`src/rtl/cacheline_burst_adaptor_pkg.sv`:
```
// Shared types and constants for the cacheline burst adaptor.
// A 256-bit line moves as four 64-bit beats. Beat 0 is line bits [63:0].
// Line addresses are aligned to S_OFFSET bits.
package cacheline_burst_adaptor_pkg;

   localparam int S_OFFSET  = 5;
   localparam int S_LINE    = 256;
   localparam int S_BURST   = 64;
   localparam int NUM_BEATS = S_LINE / S_BURST;
   localparam int CNT_W     = $clog2(NUM_BEATS);

   typedef logic [S_LINE-1:0]  line_t;
   typedef logic [S_BURST-1:0] beat_t;
   typedef logic [31:0]        addr_t;
   typedef logic [CNT_W-1:0]   cnt_t;

   typedef enum logic [1:0] {
      IDLE,
      RD_BURST,
      WR_BURST,
      DONE
   } adaptor_state_e;

   // Clear the line-offset bits of a byte address.
   function automatic addr_t align_line(input addr_t a);
      return {a[31:S_OFFSET], {S_OFFSET{1'b0}}};
   endfunction

endpackage

```
`src/rtl/cacheline_burst_adaptor.sv`:
```
// cacheline_burst_adaptor
// This is the memory-side responder for the L1 cacheline interface. It serves one
// 256-bit fill or writeback per transaction as four 64-bit memory beats.
// When the transaction is complete it raises resp_o for a single cycle.
//
// Ports
//   clk        clock, all state updates on posedge
//   rst_n      synchronous active-low reset
//   line_i     writeback line from the cache (valid while write_i)
//   line_o     most recently filled line (valid while resp_o)
//   address_i  line address from the cache
//   read_i     cache fill request, held until resp_o
//   write_i    cache writeback request, held until resp_o
//   resp_o     one-cycle completion pulse to the cache
//   burst_i    read beat from memory, sampled when resp_i
//   burst_o    write beat to memory, zero outside a write burst
//   address_o  aligned line address, latched at accept
//   read_o     memory burst read, high for the whole read burst
//   write_o    memory burst write, high for the whole write burst
//   resp_i     memory beat strobe, one beat per high cycle
module cacheline_burst_adaptor
   import cacheline_burst_adaptor_pkg::*;
(
   input  logic  clk,
   input  logic  rst_n,
   input  line_t line_i,
   output line_t line_o,
   input  addr_t address_i,
   input  logic  read_i,
   input  logic  write_i,
   output logic  resp_o,
   input  beat_t burst_i,
   output beat_t burst_o,
   output addr_t address_o,
   output logic  read_o,
   output logic  write_o,
   input  logic  resp_i
);

   adaptor_state_e state;
   cnt_t           cnt;
   // Fills and writebacks use separate buffers.
   // This keeps a writeback from disturbing the last filled line seen on line_o.
   line_t          rd_buf;
   line_t          wr_buf;

   logic last_beat;
   assign last_beat = (cnt == cnt_t'(NUM_BEATS - 1));

   assign line_o = rd_buf;

   always_comb begin
      burst_o = '0;
      if (state == WR_BURST)
         burst_o = wr_buf[cnt*S_BURST +: S_BURST];
   end

   always_ff @(posedge clk) begin
      if (!rst_n) begin
         state     <= IDLE;
         cnt       <= '0;
         rd_buf    <= '0;
         wr_buf    <= '0;
         address_o <= '0;
         read_o    <= 1'b0;
         write_o   <= 1'b0;
         resp_o    <= 1'b0;
      end else begin
         resp_o <= 1'b0;
         unique case (state)
            IDLE: begin
               // When both requests are present, the writeback is served first.
               if (write_i) begin
                  wr_buf    <= line_i;
                  address_o <= align_line(address_i);
                  cnt       <= '0;
                  write_o   <= 1'b1;
                  state     <= WR_BURST;
               end else if (read_i) begin
                  address_o <= align_line(address_i);
                  cnt       <= '0;
                  read_o    <= 1'b1;
                  state     <= RD_BURST;
               end
            end
            RD_BURST: begin
               if (resp_i) begin
                  rd_buf[cnt*S_BURST +: S_BURST] <= burst_i;
                  cnt <= cnt + cnt_t'(1);
                  if (last_beat) begin
                     read_o <= 1'b0;
                     resp_o <= 1'b1;
                     state  <= DONE;
                  end
               end
            end
            WR_BURST: begin
               if (resp_i) begin
                  cnt <= cnt + cnt_t'(1);
                  if (last_beat) begin
                     write_o <= 1'b0;
                     resp_o  <= 1'b1;
                     state   <= DONE;
                  end
               end
            end
            DONE: begin
               // The cache still holds its request during this cycle.
               // The request is not sampled here.
               state <= IDLE;
            end
            default: state <= IDLE;
         endcase
      end
   end

endmodule

```
`config.mk`:
```
export PLATFORM = sky130hd
export DESIGN_NAME = cacheline_burst_adaptor
export DESIGN_NICKNAME = d
export VERILOG_FILES = /design/src/rtl/cacheline_burst_adaptor_pkg.sv /design/src/rtl/cacheline_burst_adaptor.sv
export SDC_FILE = /design/constraint.sdc
export NUM_CORES = 1
export LEC_CHECK = 0
export BUFFER_PORTS_ARGS = -buffer_cell sky130_fd_sc_hd__buf_2
export CELL_PAD_IN_SITES_DETAIL_PLACEMENT = 1
export CELL_PAD_IN_SITES_GLOBAL_PLACEMENT = 2
export CORE_MARGIN = 10
export CORE_UTILIZATION = 31
export DETAILED_ROUTE_END_ITERATION = 8
export GPL_TIMING_DRIVEN = 0
export PLACE_DENSITY_LB_ADDON = 0.25
export SKIP_CTS_REPAIR_TIMING = 1
export SLEW_MARGIN = 10
export SYNTH_ARGS = -nofsm -noshare
export SYNTH_HDL_FRONTEND = slang
export SYNTH_SLANG_ARGS = --single-unit
export TNS_END_PERCENT = 100
```
`constraint.sdc`:
```
create_clock -name clk -period 4.7 [get_ports clk]
set_input_delay 0 -clock clk [delete_from_list [all_inputs] [get_ports clk]]
set_output_delay 0 -clock clk [all_outputs]
set_load 0.02 [all_outputs]
```
==> summary.md, run 1 <==
| Metric | Value |
|---|---|
| Run status | `finished, final reports clean` |
| DRC errors left | `0` |
| TNS Setup | `0 ps` |
| Critical-path top delay cell | `nor4_4` |
| Final Wtd Congestion | `0.870` |
| GRT Total Usage | `0.249` |
| Pleak | `13.7 nW` |
| Post-synth EDFFs | `0` |
| DR pass1 iterations | `5` |
| Sequential share of the synthesized area | `0.528` |
| Global route overflow | `0` |
| CP Data Required Time | `5260 ps` |
| Die height | `278 um` |
| Vias in the first global route | `21800` |
| Placed cell count | `3900` |
| Worst EP arrival | `4790 ps` |
| Critical path class | `reg -> reg` |
| Clk slew on worst S/H paths | `60 ps` |
| Setup WS post-layout | `464 ps` |
| Critical Path, Cell by Cell | `buf_2, buf_1, inv_1, ha_1, nor4_4, a32o_1, dlygate4sd3_1` |
| Final wirelength | `107000 um` |
| Avg WL per Cell | `24.5 um` |
| Syn Area/Cell | `8.87 um2` |
| CP Launch Type | `flop` |
| Fmax | `236 MHz` |
| Pre-CTS WS | `839 ps` |
| Final Hold Viols | `0` |
| Fillcell total | `7856` |
| Post-synthesis async set-or-reset flop share | `0` |
| Core area | `66000 um2` |
| Final Max Tran Viols | `0` |
| Starting density of the core | `0.314` |
| CTS H-tree lvls | `2` |
| Net count, final | `3822` |
| Total design power | `14.2 mW` |
| Clk root buf | `clkbuf_16` |
| Worst hold path class | `in -> reg` |
| MaxCap Viol Count | `0` |
| Power Density | `458 nW/um2` |
| Worst-Skew Late Latency | `640 ps` |
| HP Start | `rst_n` |
| Average vias per placed instance | `5.05` |
| Area Overhead vs Synth | `50.2%` |
| # IOs | `712` |
| Worst path max stage delay | `1100 ps` |
| Tmin final | `4240 ps` |
| Initial DRC Count | `1360` |
| Top_reg_cell synth | `dfxtp_1` |
| #FFs+latches synth | `546` |
| First-pass GRT wire length | `145000 um` |
| Final count of negative-setup-slack endpoints | `0` |
| Design Area, Final | `31100 um2` |
| CTS Sinks | `546` |
| Width of the die | `278 um` |
| Worst relative slew slack | `0.143` |
| Port Buf Inserts | `699` |
| Worst Path Max Fanout | `10` |
| CTS tree | `done` |
| Area post-placement | `25300 um2` |
| Hpwl dp | `80900 um` |
| Worst slew pin tran | `1280 ps` |
| Cell area after synthesis | `20700 um2` |
| Initial antenna violation count | `28` |
| Final non-filler cell total | `4387` |
| DR vias | `22200` |
| Crit. Startpoint | `cnt[1]$_SDFFE_PN0P_` |
| Longest Clk Path Bufs | `3` |
| Syn Inst Count | `2333` |
| Unrepaired setup endpoints after global routing | `no` |
| Peak VDD IR | `311 uV` |
| Final Skew | `21.2 ps` |
| RR Startpoint | `cnt[1]$_SDFFE_PN0P_` |
| Die ar. | `77500 um2` |
| Warning count from the yosys run | `0` |
| Share of layout cells above drive strength 1 | `0.284` |
| Distinct cells, synth | `39` |
| R2R Setup Slk | `460 ps` |
| Crit. End Element | `flop` |
| Tcrit/Tclk final | `0.901` |
| Routed Antenna Nets | `0` |
| CTS Buf Count | `61` |
| Pin count of the biggest net entering global routing | `17` |
| Rows | `94` |
-- synthesized netlist by cell type (3+ instances only) --
library cell | instances | area, um2
a21oi_1 | 300 | 1500
a32o_1 | 4 | 40.0
a32o_2 | 60 | 676
and2_1 | 65 | 407
and3_1 | 3 | 18.8
buf_1 | 10 | 37.5
buf_2 | 50 | 250
buf_4 | 8 | 60.1
buf_6 | 7 | 78.8
clkbuf_1 | 138 | 518
dfxtp_1 | 546 | 10900
ha_1 | 11 | 138
inv_1 | 6 | 22.5
mux2i_1 | 3 | 30.0
mux4_2 | 64 | 1440
nand2_1 | 723 | 2710
nand3_1 | 131 | 656
o21ai_0 | 85 | 425
o21ai_1 | 31 | 155
o22ai_1 | 66 | 413
-- critical path: cells and delay by family, from the launching register on --
kind | cells | cell delay [ps]
AOI/OAI and AO/OA | 1 | 230
adders and majority gates | 1 | 480
buffers and inverters | 4 | 1900
DFF | 1 | 450
and+or+nand+nor | 1 | 1100
-- registers in the layout, indices dropped and copies added (netlist names) --
| name | cells |
|---|---|
| address_o | 27 |
| cnt | 2 |
| line_o | 256 |
| read_o | 1 |
| resp_o | 1 |
| state | 2 |
| wr_buf | 256 |
| write_o | 1 |
-- routing by layer --
layer / up-vias / track usage / routed length [um]
met4: 16 / 0.108 / 5130
met1: 10900 / 0.278 / 41700
met2: 769 / 0.438 / 53900
met3: 240 / 0.0668 / 6570
li1: 10300 / - / -
met5: - / 0 / 89
-- power breakdown --
group          leakage [nW]  switching, mW  total [mW]  internal (mW)
Combinational          8.15           2.23        3.52           1.30
Sequential             4.44          0.322        5.48           5.16
Clock                  1.07           2.06        5.23           3.17
Total                  13.7           4.60        14.2           9.63
-- cell families (layout without fill, tap and decap cells) --
| family | Yosys count | after routing | synth area share |
|---|---|---|---|
| AO/OA/AOI/OAI | 551 | 551 | 0.157 |
| adder cells (fa/ha/maj) | 11 | 11 | 0.00665 |
| flip-flops | 546 | 546 | 0.528 |
| buffers and inverters | 219 | 1383 | 0.0467 |
| other | 1 | 27 | 0.000181 |
| multiplexers | 67 | 67 | 0.0711 |
| AND/OR/NAND/NOR | 938 | 938 | 0.190 |
-- layout make-up --
type	count	area, um2	area share
clock buffers	84	1770	0.0570
multi-input cells	1572	8820	0.284
flip-flops and latches	546	10900	0.352
repair buffers	1054	7050	0.227
diodes	22	55.1	0.00177
well taps	864	1080	0.0348
plain buffers	213	945	0.0304
clock inverters	26	418	0.0134
inverters	6	22.5	0.000724
-- final timing paths --
| path | end | cells after the start |
|---|---|---|
| worst min register to register | line_o[251]$_SDFFE_PN0P_ | 2 |
| worst max register to register | line_o[3]$_SDFFE_PN0P_ | 7 |
| worst min-delay path | line_o[56]$_SDFFE_PN0P_ | 5 |
| worst max-delay path | line_o[3]$_SDFFE_PN0P_ | 7 |
-- cells in the final DEF (no fill, tap or decap), types with 2 or more instances in the layout --
cell type	n
clkbuf_16	61
nand3_1	131
a32o_1	4
o21ai_0	85
ha_1	11
conb_1	5
clkinv_8	2
clkinvlp_4	3
mux2i_1	3
a21oi_1	300
diode_2	22
nand2_1	723
bufinv_16	10
nor2b_1	2
o22ai_1	66
buf_1	10
buf_4	8
dfxtp_1	546
mux4_2	64
buf_6	7
o21ai_1	31
buf_2	749
dlygate4sd3_1	355
and3_1	3
a32o_2	60
nand2b_1	2
and2_1	65
nor2_1	2
clkbuf_8	16
inv_1	6
clkinv_2	9
clkbuf_1	145
-- metrics by stage --
| step | hold slack, ps | utilization |
|---|---|---|
| 6_report | 125 | 0.471 |
| 5_1_grt | 123 | 0.471 |
| 4_1_cts | -457 | 0.417 |
| 3_5_place_dp | 231 | 0.383 |
| 3_3_place_gp | 227 | 0.383 |
| 2_1_floorplan | 126 | - |
(Power assumes the default switching activity.)
==> run 2, diff against run 1 <==
--- a/config.mk
+++ b/config.mk
@@ -6,11 +6,9 @@
 export NUM_CORES = 1
 export LEC_CHECK = 0
 export BUFFER_PORTS_ARGS = -buffer_cell sky130_fd_sc_hd__buf_2
-export CELL_PAD_IN_SITES_DETAIL_PLACEMENT = 1
-export CELL_PAD_IN_SITES_GLOBAL_PLACEMENT = 2
-export CORE_MARGIN = 10
-export CORE_UTILIZATION = 31
+export CORE_AREA = 10 10 267 269
 export DETAILED_ROUTE_END_ITERATION = 8
+export DIE_AREA = 0 0 277 279
 export GPL_TIMING_DRIVEN = 0
 export PLACE_DENSITY_LB_ADDON = 0.25
 export SKIP_CTS_REPAIR_TIMING = 1
==> summary.md, run 2 (synthesized netlist as in run 1, its figures left out) <==
| Metric | Value |
|---|---|
| Worst slew pin tran | `973 ps` |
| Tcrit/Tclk final | `0.840` |
| Core area | `65600 um2` |
| Net count, final | `3818` |
| Width of the die | `277 um` |
| Longest Clk Path Bufs | `3` |
| Worst hold path class | `in -> reg` |
| CP Data Required Time | `5250 ps` |
| Fillcell total | `6439` |
| CTS Buf Count | `59` |
| Worst-Skew Late Latency | `630 ps` |
| Final Hold Viols | `0` |
| Starting density of the core | `0.315` |
| Pleak | `13.5 nW` |
| Worst path max stage delay | `730 ps` |
| DR vias | `21900` |
| Routed Antenna Nets | `0` |
| Vias in the first global route | `20100` |
| CTS Sinks | `546` |
| First-pass GRT wire length | `135000 um` |
| Multi-input gate area | `8820 um2` |
| CTS tree | `done` |
| Critical path class | `reg -> reg` |
| Clk slew on worst S/H paths | `60 ps` |
| Final non-filler cell total | `4366` |
| TNS Setup | `0 ps` |
| Crit. End Element | `flop` |
| Die ar. | `77300 um2` |
| Initial DRC Count | `1533` |
| CP Launch Type | `flop` |
| Final wirelength | `97600 um` |
| Die height | `279 um` |
| Initial antenna violation count | `9` |
| Final Max Tran Viols | `0` |
| Clk root buf | `clkbuf_16` |
| Final count of negative-setup-slack endpoints | `0` |
| Tmin final | `3950 ps` |
| Worst relative slew slack | `0.352` |
| Port Buf Inserts | `699` |
| Most common cell after layout, fill and taps aside | `buf_2` |
| GRT Total Usage | `0.228` |
| Placed cell count | `3900` |
| Peak VDD IR | `271 uV` |
| Commonest cells after routing, fill and taps aside | `749 x buf_2, 723 x nand2_1, 546 x dfxtp_1` |
| Final Skew | `23.4 ps` |
| Power Density | `439 nW/um2` |
| Worst EP arrival | `4500 ps` |
| Final Wtd Congestion | `0.889` |
| Unrepaired setup endpoints after global routing | `no` |
| DR pass1 iterations | `5` |
| Avg WL per Cell | `22.4 um` |
| Hpwl dp | `74700 um` |
| Total design power | `13.5 mW` |
| Final Util | `0.469` |
| Critical-path top delay cell | `clkbuf_1` |
| MaxCap Viol Count | `0` |
| Worst Path Max Fanout | `10` |
| Sequential cell area | `10900 um2` |
| Area Overhead vs Synth | `48.5%` |
| CTS H-tree lvls | `2` |
| Critical Path, Cell by Cell | `buf_2, buf_1, inv_1, ha_1, nand3_2, clkbuf_1, a32o_1, dlygate4sd3_1` |
| Share of layout cells above drive strength 1 | `0.281` |
| # IOs | `712` |
| Average vias per placed instance | `5.01` |
| Pin count of the biggest net entering global routing | `17` |
| Rows | `94` |
| Run status | `finished, final reports clean` |
| Fmax | `253 MHz` |
| Global route overflow | `0` |
| DRC errors left | `0` |
[run 2: cell count changes in the layout (fill, tap and decap cells not counted), moves of 2 or more]
| cell | before | now |
|---|---|---|
| diode_2 | 22 | 9 |
| bufinv_16 | 10 | 1 |
| clkbuf_1 | 145 | 153 |
| dlygate4sd3_1 | 355 | 352 |
| clkbuf_8 | 16 | 14 |
| clkinv_8 | 2 | 0 |
[run 2: path summary, 6_finish.rpt]
kind	start	end	slack, ps	cells after the start
setup / recovery	cnt[1]$_SDFFE_PN0P_	line_o[2]$_SDFFE_PN0P_	750	8
hold / removal	rst_n	line_o[20]$_SDFFE_PN0P_	80	5
hold reg to reg	line_o[109]$_SDFFE_PN0P_	line_o[109]$_SDFFE_PN0P_	450	2
setup reg to reg	cnt[1]$_SDFFE_PN0P_	line_o[2]$_SDFFE_PN0P_	750	8
[run 2: area by class of cell]
| type | instances | share of cell area |
|---|---|---|
| repair buffers | 1052 | 0.229 |
| plain buffers | 213 | 0.0307 |
| diodes | 9 | 0.000732 |
| well taps | 864 | 0.0352 |
| inverters | 6 | 0.000732 |
| flip-flops and latches | 546 | 0.355 |
| multi-input cells | 1572 | 0.287 |
| clock inverters | 15 | 0.00472 |
| clock buffers | 89 | 0.0569 |
[run 2: worst max-delay path: cells and delay by family, from the launching register on]
kind                     cells  cell delay [ps]
adder cells (fa/ha/maj)      1              380
flip-flops                   1              500
AND/OR/NAND/NOR              1              120
buffers and inverters        5             2590
AO/OA/AOI/OAI                1              270
[run 2: metrics by stage]
| stage | setup slack [ps] | hold slack [ps] | area (um2) |
|---|---|---|---|
| floorplan | 2300 | 126 | 20700 |
| global placement | 798 | 228 | 25300 |
| detailed placement | 822 | 231 | 25300 |
| CTS | 781 | -439 | 27200 |
| global route | 639 | 65.2 | 30700 |
| finish | 753 | 77.7 | 30700 |
[run 2: layer usage]
metal / GRT usage / up-vias / wire length, um / part of all wire
li1: - / 10300 / - / -
met1: 0.261 / 10500 / 38200 / 0.39
met3: 0.0636 / 196 / 7330 / 0.075
met5: 0 / - / 13 / 0.00013
met4: 0.0620 / 2 / 2980 / 0.031
met2: 0.408 / 909 / 49100 / 0.50
[run 2: power breakdown]
part / internal (mW) / leakage [nW] / switching (mW) / total, mW
Sequential: 5.16 / 4.44 / 0.294 / 5.45
Clock: 2.62 / 0.933 / 1.97 / 4.58
Combinational: 1.29 / 8.14 / 2.16 / 3.45
Total: 9.06 / 13.5 / 4.42 / 13.5
==> run 3, diff against run 2 <==
--- a/config.mk
+++ b/config.mk
@@ -6,9 +6,9 @@
 export NUM_CORES = 1
 export LEC_CHECK = 0
 export BUFFER_PORTS_ARGS = -buffer_cell sky130_fd_sc_hd__buf_2
-export CORE_AREA = 10 10 267 269
+export CORE_AREA = 10 10 268 270
 export DETAILED_ROUTE_END_ITERATION = 8
-export DIE_AREA = 0 0 277 279
+export DIE_AREA = 0 0 278 280
 export GPL_TIMING_DRIVEN = 0
 export PLACE_DENSITY_LB_ADDON = 0.25
 export SKIP_CTS_REPAIR_TIMING = 1
==> constraint.sdc (replaced) <==
create_clock -name clk -period 3.4 [get_ports clk]
set_input_delay 0 -clock clk [delete_from_list [all_inputs] [get_ports clk]]
set_output_delay 0 -clock clk [all_outputs]
set_load 0.02 [all_outputs]
==> summary.md, run 3 (synthesized netlist as in run 1, its figures left out) <==
| Metric | Value |
|---|---|
| TNS Setup | `0 ps` |
| Pre-CTS WS | `-445 ps` |
| MaxCap Viol Count | `0` |
| Share of layout cells above drive strength 1 | `0.284` |
| Buf/Inv on CP | `4` |
| Run status | `finished, final reports clean` |
| Final Hold Viols | `0` |
| Worst hold path class | `in -> reg` |
| Vias in the first global route | `20400` |
| Initial DRC Count | `1292` |
| Metal-1 WL | `37700 um` |
| Placed cell count | `3909` |
| Longest Clk Path Bufs | `3` |
| Port Buf Inserts | `699` |
| Worst Path Max Fanout | `10` |
| Final count of negative-setup-slack endpoints | `0` |
| Commonest cells after routing, fill and taps aside | `748 x buf_2, 723 x nand2_1, 546 x dfxtp_1` |
| Critical path class | `reg -> reg` |
| Tcrit/Tclk final | `0.901` |
| CP top delay family | `buffers and inverters` |
| Crit. Startpoint | `cnt[0]$_SDFFE_PN0P_` |
| Critical Path, Cell by Cell | `buf_2, buf_4, inv_1, ha_1, nor4b_2, nand2_1, clkbuf_1, o22ai_1` |
| Final Max Tran Viols | `0` |
| Met2 routed WL | `49000 um` |
| Width of the die | `278 um` |
| Pin count of the biggest net entering global routing | `17` |
| Worst relative slew slack | `0.219` |
| Clk root buf | `clkbuf_16` |
| CTS H-tree lvls | `2` |
| Pleak | `13.6 nW` |
| Setup WS post-layout | `336 ps` |
| CTS Buf Count | `60` |
| Final wirelength | `98000 um` |
| CP Launch Type | `flop` |
| Rows | `95` |
| GRT Total Usage | `0.227` |
| Critical path depth | `8` |
| Peak VDD IR | `408 uV` |
| Uppermost layer routed | `met5` |
| Worst EP arrival | `3530 ps` |
| Crit. End Element | `flop` |
| Avg WL per Cell | `22.4 um` |
| Die height | `280 um` |
| CP Data Required Time | `3870 ps` |
| DR pass1 iterations | `5` |
| Worst path max stage delay | `530 ps` |
| R2R Setup Slk | `340 ps` |
| Hpwl dp | `74300 um` |
| DRC errors left | `0` |
| RR Startpoint | `cnt[0]$_SDFFE_PN0P_` |
| Critical-path top delay cell | `clkbuf_1` |
| DR vias | `21700` |
| Die ar. | `77800 um2` |
| Setup crit end | `line_o[148]$_SDFFE_PN0P_` |
| Average vias per placed instance | `4.95` |
| CTS Sinks | `546` |
| First-pass GRT wire length | `135000 um` |
| Core area | `66600 um2` |
| Hold depth | `3` |
| Starting density of the core | `0.311` |
| Unrepaired setup endpoints after global routing | `no` |
| Worst-Skew Late Latency | `640 ps` |
| Power Density | `616 nW/um2` |
| Routed Antenna Nets | `0` |
| Net count, final | `3817` |
| Final Skew | `23.4 ps` |
| CTS tree | `done` |
| Most common cell after layout, fill and taps aside | `buf_2` |
| Worst slew pin tran | `1160 ps` |
| Global route overflow | `0` |
| R2R Path End | `line_o[148]$_SDFFE_PN0P_` |
| Area Overhead vs Synth | `49.2%` |
| Clk slew on worst S/H paths | `60 ps` |
| Tmin final | `3060 ps` |
| Met3 wire len | `7440 um` |
| Initial antenna violation count | `15` |
| Fmax | `326 MHz` |
| Final Wtd Congestion | `0.879` |
| Reg2reg path depth | `8` |
| # IOs | `712` |
| Final non-filler cell total | `4380` |
run 3: worst min path at each step:
| stage | startpoint | to |
|---|---|---|
| 2_1_floorplan | burst_i[0] | line_o[0]$_SDFFE_PN0P_ |
| 3_3_place_gp | burst_i[36] | line_o[36]$_SDFFE_PN0P_ |
| 3_5_place_dp | burst_i[36] | line_o[36]$_SDFFE_PN0P_ |
| 4_1_cts | burst_i[36] | line_o[36]$_SDFFE_PN0P_ |
| 5_1_grt | burst_i[31] | line_o[31]$_SDFFE_PN0P_ |
| 6_report | burst_i[39] | line_o[39]$_SDFFE_PN0P_ |
run 3: cell type report:
type                            instances  area (um2)
Multi-Input combinational cell       1572        8820
Clock buffer                           87        1770
Antenna cell                           11        27.5
Tap cell                              873        1090
Inverter                                6        22.5
Clock inverter                         22         253
Timing Repair Buffer                 1051        7020
Sequential cell                       546       10900
Fill cell                            6603       35700
Buffer                                212         945
run 3: per-stage QoR:
| stage | utilization | cell area (um2) | hold slack, ps | total power, mW |
|---|---|---|---|---|
| floorplan | - | 20700 | 126 | 10.3 |
| global placement | 0.380 | 25300 | 229 | 12.1 |
| detailed placement | 0.380 | 25300 | 233 | 12.1 |
| CTS | 0.411 | 27300 | -447 | 18.8 |
| global route | 0.464 | 30900 | 118 | 19.9 |
| finish | 0.464 | 30900 | 130 | 19.0 |
run 3: routing by layer:
metal | up-vias | global-route usage
met3 | 211 | 0.0710
met4 | 10 | 0.0821
met1 | 10400 | 0.254
li1 | 10300 | -
met2 | 859 | 0.402
met5 | - | 0
run 3: worst register-to-register path, cell delays in order (launching register included):
cell and delay, ps:
dfxtp_1 380, buf_2 330, buf_4 320, inv_1 130
ha_1 440, nor4b_2 210, nand2_1 440, clkbuf_1 530
o22ai_1 130
run 3: where the power goes:
part	internal (mW)	switching, mW
logic	1.79	2.99
registers	7.13	0.400
clock network	3.92	2.80
